`src/rtl/alu_sched_pkg.sv`:
```
// alu_sched_pkg: shared definitions for the ALU scheduler.
//   - state_t       : scheduler FSM states (IDLE, EXEC, DONE)
//   - OPW           : ALU opcode width
//   - OP_* / *TYPE  : ALU opcode and instruction-type encodings
//   - is_multicycle : true for mul/div/rem ops that need a held multicycle path
package alu_sched_pkg;

  localparam int OPW = 11;

  typedef enum logic [1:0] {IDLE, EXEC, DONE} state_t;

  localparam logic [OPW-1:0] OP_NOTHING = 11'd0;
  localparam logic [OPW-1:0] OP_ADD     = 11'd1;
  localparam logic [OPW-1:0] OP_SUB     = 11'd2;
  localparam logic [OPW-1:0] OP_AND     = 11'd3;
  localparam logic [OPW-1:0] OP_OR      = 11'd4;
  localparam logic [OPW-1:0] OP_XOR     = 11'd5;
  localparam logic [OPW-1:0] OP_SLL     = 11'd6;
  localparam logic [OPW-1:0] OP_SRL     = 11'd7;
  localparam logic [OPW-1:0] OP_SRA     = 11'd8;
  localparam logic [OPW-1:0] OP_SLT     = 11'd9;
  localparam logic [OPW-1:0] OP_SLTU    = 11'd10;
  localparam logic [OPW-1:0] OP_MUL     = 11'd11;
  localparam logic [OPW-1:0] OP_MULH    = 11'd12;
  localparam logic [OPW-1:0] OP_MULHU   = 11'd13;
  localparam logic [OPW-1:0] OP_MULHSU  = 11'd14;
  localparam logic [OPW-1:0] OP_DIV     = 11'd15;
  localparam logic [OPW-1:0] OP_DIVU    = 11'd16;
  localparam logic [OPW-1:0] OP_REM     = 11'd17;
  localparam logic [OPW-1:0] OP_REMU    = 11'd18;

  localparam logic [3:0] RTYPE = 4'd0;
  localparam logic [3:0] ITYPE = 4'd1;
  localparam logic [3:0] STYPE = 4'd2;
  localparam logic [3:0] BTYPE = 4'd3;
  localparam logic [3:0] UTYPE = 4'd4;
  localparam logic [3:0] JTYPE = 4'd5;

  function automatic logic is_multicycle(input logic [OPW-1:0] op);
    case (op)
      OP_MUL, OP_MULH, OP_MULHU, OP_MULHSU,
      OP_DIV, OP_DIVU, OP_REM, OP_REMU: return 1'b1;
      default:                          return 1'b0;
    endcase
  endfunction

endpackage

```
`src/rtl/alu_sched_if.sv`:
```
// alu_sched_if: request, ALU and response buses of the ALU scheduler.
//   req_*  : per-requester valid/ready + packed payload (slot i = index i)
//   alu_*  : registered operands towards the shared ALU, alu_result back
//   resp_* : valid/ready result channel tagged with requester index
// Modports: slave = scheduler, master = requesters/ALU/consumer side.
interface alu_sched_if import alu_sched_pkg::*; #(
  parameter int NREQ = 2,
  parameter int IDW  = 2
) ();

  logic [NREQ-1:0]           req_valid;
  logic [NREQ-1:0]           req_ready;
  logic [NREQ-1:0][OPW-1:0]  req_opcode;
  logic [NREQ-1:0][63:0]     req_value1;
  logic [NREQ-1:0][63:0]     req_value2;
  logic [NREQ-1:0][31:0]     req_immediate;
  logic [NREQ-1:0][5:0]      req_shamt;
  logic [NREQ-1:0][3:0]      req_instr_type;

  logic [OPW-1:0]            alu_opcode;
  logic [63:0]               alu_value1;
  logic [63:0]               alu_value2;
  logic [31:0]               alu_immediate;
  logic [5:0]                alu_shamt;
  logic [3:0]                alu_instr_type;
  logic [63:0]               alu_result;

  logic                      resp_valid;
  logic                      resp_ready;
  logic [IDW-1:0]            resp_id;
  logic [63:0]               resp_result;

  modport slave (
    input  req_valid, req_opcode, req_value1, req_value2,
           req_immediate, req_shamt, req_instr_type,
    output req_ready,
    output alu_opcode, alu_value1, alu_value2, alu_immediate,
           alu_shamt, alu_instr_type,
    input  alu_result,
    output resp_valid, resp_id, resp_result,
    input  resp_ready
  );

  modport master (
    output req_valid, req_opcode, req_value1, req_value2,
           req_immediate, req_shamt, req_instr_type,
    input  req_ready,
    input  alu_opcode, alu_value1, alu_value2, alu_immediate,
           alu_shamt, alu_instr_type,
    output alu_result,
    input  resp_valid, resp_id, resp_result,
    output resp_ready
  );

endinterface

```
`src/rtl/alu_sched_rr_arbiter.sv`:
```
// rr_arbiter: combinational round-robin arbiter with a registered pointer.
//   clk, rst_n : clock, async active-low reset (pointer -> 0)
//   req        : request vector
//   en         : grant may be consumed this cycle (pointer advances if any req)
//   grant      : one-hot grant (unmasked by en)
//   grant_idx  : index of the granted requester
module rr_arbiter #(
  parameter int N = 2
) (
  input  logic                 clk,
  input  logic                 rst_n,
  input  logic [N-1:0]         req,
  input  logic                 en,
  output logic [N-1:0]         grant,
  output logic [$clog2(N)-1:0] grant_idx
);

  localparam int PW = $clog2(N);

  logic [PW-1:0] ptr, ptr_nxt;
  logic [PW:0]   cand;
  logic          found;

  // Scan N slots starting at ptr; first valid one wins.
  always_comb begin
    grant     = '0;
    grant_idx = '0;
    found     = 1'b0;
    cand      = '0;
    for (int k = 0; k < N; k++) begin
      cand = {1'b0, ptr} + (PW+1)'(k);
      if (cand >= (PW+1)'(N)) cand = cand - (PW+1)'(N);
      if (!found && req[cand[PW-1:0]]) begin
        found     = 1'b1;
        grant_idx = cand[PW-1:0];
      end
    end
    if (found) grant[grant_idx] = 1'b1;
  end

  always_comb begin
    ptr_nxt = grant_idx + 1'b1;
    if (grant_idx == PW'(N-1)) ptr_nxt = '0;
  end

  always_ff @(posedge clk or negedge rst_n) begin
    if (!rst_n)           ptr <= '0;
    else if (en && found) ptr <= ptr_nxt;
  end

endmodule

```
`src/rtl/alu_sched.sv`:
```
// alu_sched: shares one combinational 64-bit ALU among NREQ requesters.
//   clk, reset_n : clock, async active-low reset
//   bus          : alu_sched_if.slave (requests, ALU operands/result, response)
//   perf_busy    : (ALU_SCHED_PERF_EN) cycles spent outside IDLE
//   perf_grants  : (ALU_SCHED_PERF_EN) per-requester handshake counts
// Round-robin grant; operands are registered and held for 1 cycle (single
// cycle ops) or MC_CYCLES cycles (mul/div/rem) before the result is captured
// and offered on the response channel. Optional counters are enabled by
// defining ALU_SCHED_PERF_EN.
module alu_sched import alu_sched_pkg::*; #(
  parameter int NREQ      = 2,
  parameter int MC_CYCLES = 4,
  parameter int IDW       = 2
) (
  input  logic       clk,
  input  logic       reset_n,
  alu_sched_if.slave bus
`ifdef ALU_SCHED_PERF_EN
  ,
  output logic [31:0]           perf_busy,
  output logic [NREQ-1:0][31:0] perf_grants
`endif
);

  localparam int PW = $clog2(NREQ);
  localparam int CW = $clog2(MC_CYCLES);
  localparam logic [CW-1:0] MC_LOAD = CW'(MC_CYCLES-1);

  state_t          state, state_nxt;
  logic            can_accept, hs;
  logic [NREQ-1:0] grant;
  logic [PW-1:0]   gidx;
  logic [CW-1:0]   cnt;

  logic [OPW-1:0]  op_q;
  logic [63:0]     v1_q, v2_q;
  logic [31:0]     imm_q;
  logic [5:0]      shamt_q;
  logic [3:0]      itype_q;
  logic [IDW-1:0]  id_q;
  logic [63:0]     res_q;

  // DONE can hand off to a new request in the same cycle its result drains.
  assign can_accept    = (state == IDLE) | ((state == DONE) & bus.resp_ready);
  assign bus.req_ready = grant & {NREQ{can_accept}};
  assign hs            = |bus.req_ready;

  rr_arbiter #(.N(NREQ)) u_arb (
    .clk       (clk),
    .rst_n     (reset_n),
    .req       (bus.req_valid),
    .en        (can_accept),
    .grant     (grant),
    .grant_idx (gidx)
  );

  always_ff @(posedge clk or negedge reset_n) begin
    if (!reset_n) state <= IDLE;
    else          state <= state_nxt;
  end

  always_comb begin
    state_nxt = state;
    case (state)
      IDLE:    if (hs) state_nxt = EXEC;
      EXEC:    if (cnt == '0) state_nxt = DONE;
      DONE:    if (bus.resp_ready) state_nxt = hs ? EXEC : IDLE;
      default: state_nxt = IDLE;
    endcase
  end

  // Operand/result datapath. op_q is forced back to NOTHING as EXEC ends so
  // the ALU only ever sees a live opcode while an op is in flight.
  always_ff @(posedge clk or negedge reset_n) begin
    if (!reset_n) begin
      op_q    <= OP_NOTHING;
      v1_q    <= '0;
      v2_q    <= '0;
      imm_q   <= '0;
      shamt_q <= '0;
      itype_q <= '0;
      id_q    <= '0;
      res_q   <= '0;
      cnt     <= '0;
    end else if (hs) begin
      op_q    <= bus.req_opcode[gidx];
      v1_q    <= bus.req_value1[gidx];
      v2_q    <= bus.req_value2[gidx];
      imm_q   <= bus.req_immediate[gidx];
      shamt_q <= bus.req_shamt[gidx];
      itype_q <= bus.req_instr_type[gidx];
      id_q    <= IDW'(gidx);
      cnt     <= is_multicycle(bus.req_opcode[gidx]) ? MC_LOAD : '0;
    end else if (state == EXEC) begin
      if (cnt == '0) begin
        // NOTHING returns zero regardless of what the ALU drives.
        res_q <= (op_q == OP_NOTHING) ? 64'd0 : bus.alu_result;
        op_q  <= OP_NOTHING;
      end else begin
        cnt <= cnt - 1'b1;
      end
    end
  end

  assign bus.alu_opcode     = op_q;
  assign bus.alu_value1     = v1_q;
  assign bus.alu_value2     = v2_q;
  assign bus.alu_immediate  = imm_q;
  assign bus.alu_shamt      = shamt_q;
  assign bus.alu_instr_type = itype_q;
  assign bus.resp_valid     = (state == DONE);
  assign bus.resp_id        = id_q;
  assign bus.resp_result    = res_q;

`ifdef ALU_SCHED_PERF_EN
  always_ff @(posedge clk or negedge reset_n) begin
    if (!reset_n) begin
      perf_busy   <= '0;
      perf_grants <= '0;
    end else begin
      if (state != IDLE) perf_busy <= perf_busy + 32'd1;
      for (int i = 0; i < NREQ; i++)
        if (bus.req_ready[i]) perf_grants[i] <= perf_grants[i] + 32'd1;
    end
  end
`endif

endmodule

```
`src/flat_wrapper.sv`:
```
// flat-port wrapper written by rule: the top's interface ports become plain ports
module alu_sched_flat import alu_sched_pkg::*;
#(
  parameter int NREQ      = 2,
  parameter int MC_CYCLES = 4,
  parameter int IDW       = 2
)
  (clk, reset_n, bus_req_valid, bus_req_opcode, bus_req_value1, bus_req_value2, bus_req_immediate, bus_req_shamt, bus_req_instr_type, bus_req_ready, bus_alu_opcode, bus_alu_value1, bus_alu_value2, bus_alu_immediate, bus_alu_shamt, bus_alu_instr_type, bus_alu_result, bus_resp_valid, bus_resp_id, bus_resp_result, bus_resp_ready);
  alu_sched_if #(.NREQ(NREQ), .IDW(IDW)) bus_i ();
  input  logic clk;
  input  logic reset_n;
  input wire logic [$bits(bus_i.req_valid)-1:0] bus_req_valid;
  input wire logic [$bits(bus_i.req_opcode)-1:0] bus_req_opcode;
  input wire logic [$bits(bus_i.req_value1)-1:0] bus_req_value1;
  input wire logic [$bits(bus_i.req_value2)-1:0] bus_req_value2;
  input wire logic [$bits(bus_i.req_immediate)-1:0] bus_req_immediate;
  input wire logic [$bits(bus_i.req_shamt)-1:0] bus_req_shamt;
  input wire logic [$bits(bus_i.req_instr_type)-1:0] bus_req_instr_type;
  output wire logic [$bits(bus_i.req_ready)-1:0] bus_req_ready;
  output wire logic [$bits(bus_i.alu_opcode)-1:0] bus_alu_opcode;
  output wire logic [$bits(bus_i.alu_value1)-1:0] bus_alu_value1;
  output wire logic [$bits(bus_i.alu_value2)-1:0] bus_alu_value2;
  output wire logic [$bits(bus_i.alu_immediate)-1:0] bus_alu_immediate;
  output wire logic [$bits(bus_i.alu_shamt)-1:0] bus_alu_shamt;
  output wire logic [$bits(bus_i.alu_instr_type)-1:0] bus_alu_instr_type;
  input wire logic [$bits(bus_i.alu_result)-1:0] bus_alu_result;
  output wire logic [$bits(bus_i.resp_valid)-1:0] bus_resp_valid;
  output wire logic [$bits(bus_i.resp_id)-1:0] bus_resp_id;
  output wire logic [$bits(bus_i.resp_result)-1:0] bus_resp_result;
  input wire logic [$bits(bus_i.resp_ready)-1:0] bus_resp_ready;
  assign bus_i.req_valid = bus_req_valid;
  assign bus_i.req_opcode = bus_req_opcode;
  assign bus_i.req_value1 = bus_req_value1;
  assign bus_i.req_value2 = bus_req_value2;
  assign bus_i.req_immediate = bus_req_immediate;
  assign bus_i.req_shamt = bus_req_shamt;
  assign bus_i.req_instr_type = bus_req_instr_type;
  assign bus_req_ready = bus_i.req_ready;
  assign bus_alu_opcode = bus_i.alu_opcode;
  assign bus_alu_value1 = bus_i.alu_value1;
  assign bus_alu_value2 = bus_i.alu_value2;
  assign bus_alu_immediate = bus_i.alu_immediate;
  assign bus_alu_shamt = bus_i.alu_shamt;
  assign bus_alu_instr_type = bus_i.alu_instr_type;
  assign bus_i.alu_result = bus_alu_result;
  assign bus_resp_valid = bus_i.resp_valid;
  assign bus_resp_id = bus_i.resp_id;
  assign bus_resp_result = bus_i.resp_result;
  assign bus_i.resp_ready = bus_resp_ready;
  alu_sched #(.NREQ(NREQ), .MC_CYCLES(MC_CYCLES), .IDW(IDW)) u_core (.clk(clk), .reset_n(reset_n), .bus(bus_i));
endmodule
```
`config.mk`:
```
export PLATFORM = sky130hd
export DESIGN_NAME = alu_sched_flat
export DESIGN_NICKNAME = d
export VERILOG_FILES = /design/src/rtl/alu_sched_pkg.sv /design/src/rtl/alu_sched_if.sv /design/src/rtl/alu_sched_rr_arbiter.sv /design/src/rtl/alu_sched.sv /design/src/flat_wrapper.sv
export SDC_FILE = /design/constraint.sdc
export NUM_CORES = 1
export LEC_CHECK = 0
export ABC_AREA = 1
export BUFFER_PORTS_ARGS = -buffer_cell sky130_fd_sc_hd__buf_2
export CAP_MARGIN = 20
export CORE_AREA = 8 8 260 262
export CTS_CLUSTER_SIZE = 10
export DETAILED_ROUTE_END_ITERATION = 10
export DIE_AREA = 0 0 268 270
export GPL_TIMING_DRIVEN = 1
export RECOVER_POWER = 100
export SYNTH_ARGS = -nofsm -noshare
export SYNTH_HDL_FRONTEND = slang
export SYNTH_HIERARCHICAL = 1
export SYNTH_SLANG_ARGS = --single-unit
```
`constraint.sdc`:
```
create_clock -name clk -period 1.6 [get_ports clk]
set_input_delay 0.32 -clock clk [delete_from_list [all_inputs] [get_ports clk]]
set_output_delay 0.32 -clock clk [all_outputs]
set_load 0.01 [all_outputs]
```
# After elaboration in Yosys (flattened, before gate mapping)
# Memories as Yosys holds them, arrays and structs flattened.
# Cells that the tools add are included.
[totals]
regBits = 251
mem_bits_ro = 32
inputBits = 431
mem_count = 1
[classes]
n_addsub = 5
magnitude_cmp = 6
n_eq_ne = 6
n_mux = 41
bitwise = 4
reduce_logical = 15
[memory_table]
columns = ["name", "words", "width", "rd", "rd_ports_with_merged_regs", "wr", "line_no", "source"]
rows = [
  ["(no name shown)", 32, 1, 1, 0, 0, "alu_sched_pkg.sv:40", "case (op)"],
]
[op_table]
columns = ["op", "n"]
rows = [
  ["$mux 64", 5],
  ["$mux 32", 2],
  ["$mux 11", 5],
  ["$mux 2", 8],
  ["$mux 1", 15],
  ["$mux 6", 2],
  ["$logic_not 11->1", 1],
  ["$mux 4", 2],
  ["$ne 2x1->1 const B", 4],
  ["$logic_not 6->1", 1],
  ["$lt 1x2->1 const B", 3],
  ["$pmux 2 s3", 1],
  ["$reduce_and 3->1", 2],
  ["$logic_not 2->1", 2],
  ["$reduce_and 2->1", 2],
  ["$reduce_bool 2->1", 2],
  ["$logic_and 1x1->1", 3],
  ["$add 1x1->2 const B", 1],
  ["$and 2x2->2", 1],
  ["$eq 2x1->1 const B", 1],
  ["$eq 2x2->1 const B", 1],
  ["$ge 1x2->1 const B", 1],
  ["$ge 2x2->1 const B", 1],
  ["$reduce_or 2->1", 1],
  ["other kinds (9)", 10],
]

# Logic depth before layout (Yosys ltp)
[depth]
ltp_word = 18
mapped_depth = 11
depth_no_buf = 11

# Modules after synthesis
# The synthesis kept the hierarchy.
[by_module_without_submodules]
columns = ["mod", "instances", "cells_per_inst", "area_each_um2", "seq_area_each_um2"]
rows = [
  ["alu_sched", 1, 1335, 11074.4, 6256.0],
  ["rr_arbiter", 1, 9, 67.6, 25.0],
]

# Worst setup path after synthesis
# No wires, ideal clock.
[synth_timing]
path_kind = "register to register"
start = "register u_core.u_arb.ptr"
end = "register u_core.imm_q[21] (netlist: u_core/bus.alu_immediate[21])"
arrival_time_ns = 1.432
slack_ns = 0.086
stages_incl_launch_ff = 9
n_path_buf = 4
period_less_slack_ns = 1.514
cell_sequence = "dfrtp_1 -> inv_1 -> a21boi_1 -> buf_4 -> buf_4 -> buf_4 -> buf_2 -> nand2_1 -> a31oi_1"
[synth_between]
elab_chain_cells = 15
elab_cells_between_ends = 27
[synth_rtl]
columns = ["item", "line_no", "source"]
rows = [
  ["from (decl)", "alu_sched_rr_arbiter.sv:20", "logic [PW-1:0] ptr, ptr_nxt;"],
  ["from (signal assigned)", "alu_sched_rr_arbiter.sv:48", "else if (en && found) ptr <= ptr_nxt;"],
  ["$ge 1x2->1 or $sub 1x1->1 (tied branches)", "alu_sched_rr_arbiter.sv:32", "if (cand >= (PW+1)'(N)) cand = cand - (PW+1)'(N);"],
  ["$mux 1", "alu_sched_rr_arbiter.sv:32", ""],
  ["$mux 1 (implied by the code) (2 in a row)", "alu_sched_rr_arbiter.sv:33", "if (!found && req[cand[PW-1:0]]) begin"],
  ["$mux 1", "alu_sched_rr_arbiter.sv:33", ""],
  ["$logic_not 1->1", "alu_sched_rr_arbiter.sv:33", ""],
  ["$logic_and 1x1->1", "alu_sched_rr_arbiter.sv:33", ""],
  ["$mux 1 (*)", "alu_sched_rr_arbiter.sv:33", ""],
  ["via u_core.gidx", "alu_sched.sv:32", "logic [PW-1:0] gidx;"],
  ["$lt 1x2->1 (implied by the code) or $ge 1x1->1 (tied branches)", "alu_sched_rr_arbiter.sv:38", "if (found) grant[grant_idx] = 1'b1;"],
  ["$logic_and 1x1->1 (implied by the code)", "alu_sched_rr_arbiter.sv:38", ""],
  ["$mux 1 (implied by the code)", "alu_sched_rr_arbiter.sv:38", ""],
  ["$demux 1 s1", "alu_sched_rr_arbiter.sv:38", ""],
  ["$mux 2", "alu_sched_rr_arbiter.sv:38", ""],
  ["$and 2x2->2", "alu_sched.sv:45", "assign bus.req_ready = grant & {NREQ{can_accept}};"],
  ["$reduce_or 2->1", "alu_sched.sv:46", "assign hs = |bus.req_ready;"],
  ["to (signal assigned)", "alu_sched.sv:89", "imm_q <= bus.req_immediate[gidx];"],
  ["to (decl)", "alu_sched.sv:37", "logic [31:0] imm_q;"],
]
# The timed path passes the listed nets; every way through them passes the cells marked *. The select of a mux whose other input is x is not followed.
# A chain may end at the register's enable or synchronous reset.

# Worst setup path after layout
[layout_timing]
start = "register u_core.state[1]"
end = "output port bus_req_ready[0]"
[layout_between]
elab_chain_cells = 4
elab_cells_between_ends = 5
[layout_rtl]
columns = ["item", "line_no", "source"]
rows = [
  ["from (decl)", "alu_sched.sv:29", "state_t state, state_nxt;"],
  ["from (signal assigned)", "alu_sched.sv:59", "else state <= state_nxt;"],
  ["$eq 2x2->1", "alu_sched.sv:44", "assign can_accept = (state == IDLE) | ((state == DONE) & bus.resp_ready);"],
  ["$and 1x1->1", "alu_sched.sv:44", ""],
  ["$or 1x1->1 (*)", "alu_sched.sv:44", ""],
  ["via u_core.can_accept", "alu_sched.sv:30", "logic can_accept, hs;"],
  ["$and 2x2->2 (*)", "alu_sched.sv:45", ""],
  ["to (decl)", "flat_wrapper.sv:19", "output wire logic [$bits(bus_i.req_ready)-1:0] bus_req_ready;"],
]
# The timed path passes the listed nets; every way through them passes the cells marked *.

==> results.toml <==
[timing]
fin_crit_sh_pct = 118.7
drv_slew = 0
layout_setup_ws_ps = -298.5
worst_pin_slew_ps = 1460
skew_ps = 7.416
hold_violations = 0
rsz0062_at_grt = "yes"
fin_crit_ps = 1898
max_slew_margin_pct = 2.661
hold_slack_ps = 31.68
setup_viol = 278
max_freq_mhz = 526.7

[grt]
antenna_found_initial = 10
grt_pass1_vias = 15244
grtUsageTotal_pct = 15.33
grt.overflow.total = 0
grt_pass1_wl_um = 87380
grt_max_degree = 77

[detailed_routing]
wl_per_cell_um = 18.34
drt-initial-drc-count = 1047
routed_wl_um = 61570
ant_nets = 0
drt_first_pass_iters = 6
via_count = 14517
vias_per_cell = 4.323
drc = 0

[setup_path]
crit_path_frequent_cell = "buf_6"
slowest_stage = "dfrtp_1"
end_kind = "output pin"
crit_family = "flip-flops"
cp-start-kind = "register"
cp.required_ps = 1280
path_cells = "a21oi_4 > buf_6 > nand2_4 > inv_2 > buf_6"
cp_max_fo = 3
max_stage_delay_ps = 420
crit_buf_inv = 3
crit_arrival_ps = 1580
crit_type = "reg -> out"

[synthesis]
synth_seq_area_share_pct = 56.37
synth_area_per_cell_um2 = 8.290
postSynth.asyncResetShare_pct = 100.0
synthDistinctLibCells = 22
synth-seq-cells = 251
synth_top_area_share_pct = 56.37
synth_flop_cell = "dfrtp_1"
syn_area_um2 = 11140
synth_largest_area_cell = "dfrtp_1"
netlist_instances = 1344
ys_top_cells_by_area = "dfrtp_1 (56%), nand2_1 (18%), a31oi_1 (9.5%), nor2_1 (6.1%), nand3_1 (3.6%)"
synth_most_common_cell = "nand2_1"
synth_edf_count = 0
synth_fp_nets = 1776
synth_warnings = 6
synth_commonest_cells = "nand2_1 (529), dfrtp_1 (251), nor2_1 (181)"

[clock_tree]
path_clk_slew_ps = 60
ctsHtreeMaxLevel = 1
cts_tree = "built"
cts_made_buffers = 30
cts.sink_count = 251
cts-root-buf = "clkbuf_16"
insertion_delay_ps = 580
clockBufferDepth = 3

[final_layout]
design_area_um2 = 22370
nNetsFinal = 2912
postLayoutCoreUtil_pct = 35.14
area_growth_syn_to_layout_pct = 100.8
drive_gt1_share_pct = 37.04

[floorplanning]
core-area_um2 = 63650
dieWidth_um = 268
start_util_pct = 17.51
row_count = 93
die_area_um2 = 72360
io_pins = 681
die_h_um = 270

[place]
globalplace.congestion = 0.8523
dpl_cell_area_um2 = 16230
place_ws_ps = -69.27
portBuffers = 679
dp_hpwl_um = 39320

[flow_run]
cap_violations = 0

[hold_path]
hold_path_class = "in -> reg"

[power]
peakVddDrop_mv = 0.8647
p_per_area_nw_per_um2 = 1722
cellLeakagePower_nw = 10.97
p_total_mw = 38.52

[status]
violations = "negative setup slack"
status = "complete, but fails checks"
==> metal layers <==
| metal | GRT usage, % | vias up | wire, um |
|---|---|---|---|
| li1 | - | 6715 | - |
| met2 | 25.70 | 840 | 29390 |
| met1 | 16.98 | 6737 | 22360 |
| met5 | 0 | - | 13 |
| met3 | 4.551 | 223 | 5927 |
| met4 | 9.214 | 2 | 3879 |
==> kinds of logic after synthesis <==
kind of cell / share of synthesized area [%]
AOI/OAI and AO/OA: 10.25
buffers and inverters: 5.390
other: 0.03366
and+or+nand+nor: 27.84
DFF: 56.37
adders and majority gates: 0.1123
==> layout by cell type, fill, tap and decap left out, types with 8 or more instances in the layout <==
cell type      count
buf_2            674
nand2_1          516
buf_4             53
buf_16            13
nor2_1           176
clkbuf_1           9
nand3_1           77
buf_12            44
buf_8             18
a31oi_1          167
dlygate4sd3_1    357
dfrtp_1          250
buf_6             24
diode_2           11
nand2_2            9
inv_1              8
clkbuf_16         45
==> layout make-up <==
| class | count | area [um2] |
|---|---|---|
| Inverter | 14 | 72.57 |
| Timing Repair Buffer | 1203 | 9617 |
| Tap cell | 855 | 1070 |
| Clock buffer | 42 | 837.1 |
| Fill cell | 6263 | 41280 |
| Sequential cell | 251 | 6282 |
| Multi-Input combinational cell | 980 | 4453 |
| Antenna cell | 11 | 27.53 |
| Clock inverter | 2 | 10.01 |
==> flip-flops by register name, indices dropped and copies added (netlist names) <==
signal / cells
u_core/bus.alu_value1: 64
u_core/bus.alu_value2: 64
u_core/bus.resp_result: 64
u_core/bus.alu_immediate: 32
u_core/bus.alu_opcode: 11
u_core/bus.alu_shamt: 6
u_core/bus.alu_instr_type: 4
u_core/cnt: 2
u_core/state: 2
u_core/bus.resp_id: 1
u_core/u_arb/ptr: 1
==> metrics by stage <==
step / std cells / TNS [ps]
final: 3358 / -41040
after global routing: 3355 / -79590
after CTS: 3313 / -26990
after detailed placement: 2876 / -3356
after global placement: 2876 / -270.2
after floorplan: 1344 / 0
==> worst min-delay path, cell delays in order <==
cell and delay (ps):
buf_2 100, nand2_1 70, a31oi_1 80
==> what timing repair did <==
| item | in CTS | in global routing |
|---|---|---|
| endpoints found under the setup margin | 128 | 191 |
| endpoints found under the hold margin | 280 | 0 |
| resized for setup | 72 | 66 |
| setup buffers | 20 | 22 |
| pin swaps | 5 | 18 |
| cloned | 16 | 17 |
| hold buffers | 357 | 0 |
==> worst paths after layout <==
path	from	endpoint	slack [ps]	cells past startpoint
max	u_core/state[1]	bus_req_ready[0]	-300	5
min reg2reg	u_core/bus.resp_result[8]	u_core/bus.resp_result[8]	470	2
min	bus_req_value1[81]	u_core/bus.alu_value1[17]	30	3
max reg2reg	u_core/state[1]	u_core/bus.alu_value2[38]	-290	9
min in group asynchronous	reset_n	u_core/bus.alu_value2[37]	670	2
max in group asynchronous	reset_n	u_core/bus.alu_value1[55]	-50	3
==> where the power goes <==
part	leakage, nW	internal [mW]	switching [mW]
clock network	0.415	3.55	2.71
logic	7.66	10.1	10.6
registers	2.90	9.58	2.03
(Power assumes the default switching activity.)
